### config.mk
export PLATFORM = sky130hd
export DESIGN_NAME = blockade_vram_arb
export DESIGN_NICKNAME = d
export VERILOG_FILES = /design/src/rtl/blockade_vram_arb.sv
export SDC_FILE = /design/constraint.sdc
export NUM_CORES = 1
export LEC_CHECK = 0
export CAP_MARGIN = 20
export CORE_MARGIN = 2
export CORE_UTILIZATION = 47
export DETAILED_ROUTE_END_ITERATION = 12
export PLACE_DENSITY_LB_ADDON = 0.1
export SETUP_SLACK_MARGIN = 0.2
export SYNTH_ARGS = -nofsm -noshare
export SYNTH_HDL_FRONTEND = slang
export SYNTH_SLANG_ARGS = --single-unit
### constraint.sdc
create_clock -name clk -period 2.7 [get_ports clk]
set_input_delay 0.27 -clock clk [delete_from_list [all_inputs] [get_ports clk]]
set_output_delay 0.27 -clock clk [all_outputs]
set_load 0.03 [all_outputs]
### src/rtl/blockade_vram_arb.sv
// Single-port VRAM arbiter: one-deep video read request queue with
// priority over a level-handshaked CPU port; all VRAM controls registered.
module blockade_vram_arb #(
    parameter int AW = 10,
    parameter int DW = 8
) (
    input  logic          clk,
    input  logic          reset,
    input  logic          vid_req,
    input  logic [AW-1:0] vid_addr,
    output logic [DW-1:0] vid_data,
    output logic          vid_valid,
    output logic          vid_overrun,
    input  logic          cpu_req,
    input  logic          cpu_we,
    input  logic [AW-1:0] cpu_addr,
    input  logic [DW-1:0] cpu_din,
    output logic [DW-1:0] cpu_dout,
    output logic          cpu_ack,
    output logic [AW-1:0] ram_addr,
    output logic          ram_we,
    output logic [DW-1:0] ram_din,
    input  logic [DW-1:0] ram_dout
);

    typedef enum logic [2:0] {
        S_IDLE,
        S_VID_RD,
        S_VID_DATA,
        S_CPU_RD,
        S_CPU_DATA,
        S_CPU_WR
    } state_t;

    state_t        r_state;
    state_t        w_next;

    logic          r_vid_pend;
    logic [AW-1:0] r_vid_addr;
    logic          r_vid_overrun;
    logic [DW-1:0] r_vid_data;
    logic          r_vid_valid;
    logic [DW-1:0] r_cpu_dout;
    logic          r_cpu_ack;
    logic [AW-1:0] r_ram_addr;
    logic          r_ram_we;
    logic [DW-1:0] r_ram_din;

    logic          w_vid_grant;
    logic          w_pend_d;
    logic [AW-1:0] w_vaddr_d;
    logic          w_ovr_d;
    logic [AW-1:0] w_ram_addr_d;
    logic          w_ram_we_d;
    logic [DW-1:0] w_ram_din_d;
    logic [DW-1:0] w_vid_data_d;
    logic          w_vid_valid_d;
    logic [DW-1:0] w_cpu_dout_d;
    logic          w_cpu_ack_d;

    assign w_vid_grant = (r_state == S_IDLE) && (r_vid_pend || vid_req);

    always_ff @(posedge clk or posedge reset) begin
        if (reset) begin
            r_state <= S_IDLE;
        end else begin
            r_state <= w_next;
        end
    end

    // CPU grant is held off during the ack cycle so a requester that
    // drops cpu_req on ack is never served a second time.
    always_comb begin
        w_next = r_state;
        unique case (r_state)
            S_IDLE: begin
                if (r_vid_pend || vid_req) begin
                    w_next = S_VID_RD;
                end else if (cpu_req && !r_cpu_ack) begin
                    w_next = cpu_we ? S_CPU_WR : S_CPU_RD;
                end
            end
            S_VID_RD:   w_next = S_VID_DATA;
            S_VID_DATA: w_next = S_IDLE;
            S_CPU_RD:   w_next = S_CPU_DATA;
            S_CPU_DATA: w_next = S_IDLE;
            S_CPU_WR:   w_next = S_IDLE;
            default:    w_next = S_IDLE;
        endcase
    end

    always_comb begin
        w_pend_d  = r_vid_pend && !w_vid_grant;
        w_vaddr_d = r_vid_addr;
        w_ovr_d   = r_vid_overrun;
        if (vid_req) begin
            if (r_vid_pend && !w_vid_grant) begin
                w_ovr_d = 1'b1;
            end else if (r_vid_pend || !w_vid_grant) begin
                w_pend_d  = 1'b1;
                w_vaddr_d = vid_addr;
            end
        end
    end

    // VRAM controls are loaded on the edge entering each access state.
    always_comb begin
        w_ram_addr_d  = r_ram_addr;
        w_ram_we_d    = 1'b0;
        w_ram_din_d   = r_ram_din;
        w_vid_data_d  = r_vid_data;
        w_vid_valid_d = 1'b0;
        w_cpu_dout_d  = r_cpu_dout;
        w_cpu_ack_d   = 1'b0;
        unique case (w_next)
            S_VID_RD: w_ram_addr_d = r_vid_pend ? r_vid_addr : vid_addr;
            S_CPU_RD: w_ram_addr_d = cpu_addr;
            S_CPU_WR: begin
                w_ram_addr_d = cpu_addr;
                w_ram_din_d  = cpu_din;
                w_ram_we_d   = 1'b1;
            end
            default: ;
        endcase
        unique case (r_state)
            S_VID_DATA: begin
                w_vid_data_d  = ram_dout;
                w_vid_valid_d = 1'b1;
            end
            S_CPU_DATA: begin
                w_cpu_dout_d = ram_dout;
                w_cpu_ack_d  = 1'b1;
            end
            S_CPU_WR: w_cpu_ack_d = 1'b1;
            default: ;
        endcase
    end

    always_ff @(posedge clk or posedge reset) begin
        if (reset) begin
            r_vid_pend    <= 1'b0;
            r_vid_addr    <= '0;
            r_vid_overrun <= 1'b0;
            r_vid_data    <= '0;
            r_vid_valid   <= 1'b0;
            r_cpu_dout    <= '0;
            r_cpu_ack     <= 1'b0;
            r_ram_addr    <= '0;
            r_ram_we      <= 1'b0;
            r_ram_din     <= '0;
        end else begin
            r_vid_pend    <= w_pend_d;
            r_vid_addr    <= w_vaddr_d;
            r_vid_overrun <= w_ovr_d;
            r_vid_data    <= w_vid_data_d;
            r_vid_valid   <= w_vid_valid_d;
            r_cpu_dout    <= w_cpu_dout_d;
            r_cpu_ack     <= w_cpu_ack_d;
            r_ram_addr    <= w_ram_addr_d;
            r_ram_we      <= w_ram_we_d;
            r_ram_din     <= w_ram_din_d;
        end
    end

    assign vid_data    = r_vid_data;
    assign vid_valid   = r_vid_valid;
    assign vid_overrun = r_vid_overrun;
    assign cpu_dout    = r_cpu_dout;
    assign cpu_ack     = r_cpu_ack;
    assign ram_addr    = r_ram_addr;
    assign ram_we      = r_ram_we;
    assign ram_din     = r_ram_din;

endmodule
==> results_dict.tcl <==
set metrics [dict create \
    setup_viol 0 \
    fin_area_um2 3074 \
    finalCritPeriodShare 0.7774 \
    root_buffer "clkbuf_8" \
    die_x_um 71.47 \
    insertedDiodeCount 0 \
    gp_congestion 0.8687 \
    areaGrowthSynthToFinish_pct 43.68 \
    syn_avg_cell_area_um2 14.46 \
    cts_buffers 5 \
    start_kind "flop" \
    synth_cell_types 24 \
    synth_ff_type "dfrtp_1" \
    wl_um 4751 \
    nets 272 \
    arrival_ns 2.33 \
    total_power_mw 3.852 \
    dp_hpwl_um 3459 \
    multi_input_area_um2 793.3 \
    synth_top_cell_by_area "dfrtp_1" \
    peakVddDrop_mv 0.7057 \
    fin_cells 281 \
    start_util 0.4880 \
    antenna_found_initial 0 \
    final_antenna_net_count 0 \
    die-area_um2 5108 \
    yosys-top-cells-count "52 x dfrtp_1, 34 x mux2_2, 10 x a2bb2oi_1, 10 x o221ai_1, 8 x or3b_2" \
    min_period_ns 2.099 \
    worstHoldPathType "input pin to asynchronous set/reset pin" \
    pin_count 79 \
    io_buffers 78 \
    vias 1552 \
    netlist_area_um2 2140 \
    drtPass1Iterations 4 \
    fillers 295 \
    routedWlPerCell_um 16.91 \
    endpoint_kind "flop" \
    cts-hold-fix-buffers 0 \
    cts_setup_buffers 0 \
    cts_tree "yes" \
    drt_iter0_markers 91 \
    synth.most_common_cell "dfrtp_1" \
    clock_path_buffers 2 \
    grtUsageMet2 0.3488 \
    yosys_warnings 0 \
    detailedPlace.worstSlack_ns 0.5177 \
    core_area_um2 4384 \
    final_util 0.7012 \
    synth-seq-area-share 0.6082 \
    synth_seq_cells 52 \
    rr_worst_depth 3 \
    crit_start "r_vid_pend$_DFF_PP0_" \
    holdWs_ns 0.3310 \
    drive_above_1_share 0.2445 \
    clk_latency_ns 0.30 \
    globalRouteTotalUtil 0.2048 \
    grt_use_met3 0.05485 \
    critPathKind "flop to flop" \
    row_count 24 \
    setup_tns_ns 0 \
    rsz0062_at_grt "false" \
    clk_pin_slew_ns 0.08 \
    outcome "complete, no violations" \
    critical_path.endpoint "r_state[2]$_DFF_PP0_" \
    grt_pass1_wl_um 8038 \
    synth_enable_flop_cells 0 \
    crit_fanout 18 \
    fp.dieH_um 71.47 \
    cts.sinks 52 \
    grt_overflow_total 0 \
    grt-busiest-layer "met2" \
    remaining_drc_errors 0 \
    dpl.cell_count 276 \
    power_leakage_nw 1.268 \
    r2r_setup_slack_ns 0.60 \
    async_reset_ff_frac 1.000 \
    slew_headroom 0.5458 \
    power_density_nw_per_um2 1253 \
    crit_required_ns 2.93 \
    clock_skew_ns 0.009098 \
    cts_resized 0 \
    worst_slew_pin_slew_ns 0.6800 \
    synth.area.top_cells "dfrtp_1 61%, mux2_2 18%, a2bb2oi_1 4.1%, o221ai_1 4.1%, or3b_2 3.3%" \
    drv_slew 0 \
    synth_top_cell_area_share 0.6082 \
    fmax_ghz 0.4764 \
    timing.rr.end "r_state[2]$_DFF_PP0_" \
    timing.final.ws_setup_ns 0.6009 \
    finalHoldViolations 0 \
    worstReg2RegStart "r_vid_pend$_DFF_PP0_" \
    drv_cap 0 \
    h-tree-depth 2 \
    grt_pass1_vias 1669 \
    met1_usage 0.2467 \
    grt_max_degree 53 \
    post_dp_cell_area_um2 3005 \
    viasPerCell 5.523 \
    seqCellArea_um2 1301 \
    synthCells 148 \
    synth_fp_nets 189 \
]
## worst min path at each step
stage                     cells past startpoint                    start  slack, ns                 endpoint
after floorplan                               1               cpu_din[0]       0.42   ram_din[0]$_DFFE_PP0N_
after global routing                          3                    reset       0.37   ram_din[2]$_DFFE_PP0N_
final                                         3                    reset       0.33  ram_addr[8]$_DFFE_PP0P_
after global placement                        1  vid_overrun$_DFFE_PP0P_       0.47  vid_overrun$_DFFE_PP0P_
after detailed placement                      1  vid_overrun$_DFFE_PP0P_       0.47  vid_overrun$_DFFE_PP0P_
after CTS                                     3                    reset       0.35         ram_we$_DFF_PP0_
## power by group
| group | leakage (nW) | switching [mW] | internal (mW) | total, mW |
|---|---|---|---|---|
| logic | 0.616 | 1.04 | 1.02 | 2.07 |
| clock network | 0.0359 | 0.222 | 0.167 | 0.389 |
| registers | 0.617 | 0.244 | 1.15 | 1.40 |
| total | 1.27 | 1.51 | 2.34 | 3.85 |
## flip-flops by register name, indices dropped and copies added, names as in the netlist
name and count:
vid_data 8, cpu_ack 1, r_vid_addr 10, r_state 3, vid_valid 1, r_vid_pend 1, vid_overrun 1, cpu_dout 8
ram_addr 10, ram_din 8, ram_we 1
## layout make-up
class,instances,share of cell area
Sequential cell,52,0.4233
Timing Repair Buffer,83,0.2702
Multi-Input combinational cell,85,0.2580
Clock buffer,5,0.02239
Tap cell,52,0.02116
Inverter,4,0.004884
## worst max-delay path, stage by stage, from the launching register on
cell     delay, ns
dfrtp_1       0.58
or4b_1        0.81
or4_1         0.48
a21oi_1       0.15
## cells in the final DEF (no fill, tap or decap)
master and instances:
nor3_2 1, buf_12 1, inv_2 1, nand2_1 2, inv_1 3, nand2b_1 4
or4b_1 1, dfrtp_1 52, nor3_1 1, clkbuf_8 5, mux2_2 34, or3b_2 8
or4_1 1, a21oi_1 3, clkdlybuf4s50_1 78, a31o_2 1, nor2_1 1, mux2i_4 1
maj3_1 1, nor2b_1 2, buf_4 4, nor4b_1 1, a2bb2oi_1 10, o221ai_1 10
or3_1 1, nor3b_1 1, nand3_1 1
## logic make-up after synthesis
kind of cell | count (synthesis) | share of synthesized area
simple gates | 25 | 0.08362
buf+inv | 11 | 0.02105
compound gates | 24 | 0.09298
mux | 35 | 0.1895
flops | 52 | 0.6082
fa+ha+maj | 1 | 0.004679
## metal layers
layer	vias up	wire [um]
li1	711	-
met1	778	1848
met2	54	2494
met3	9	322
met4	0	85
met5	-	0
Power figures use the tool's default switching activity.
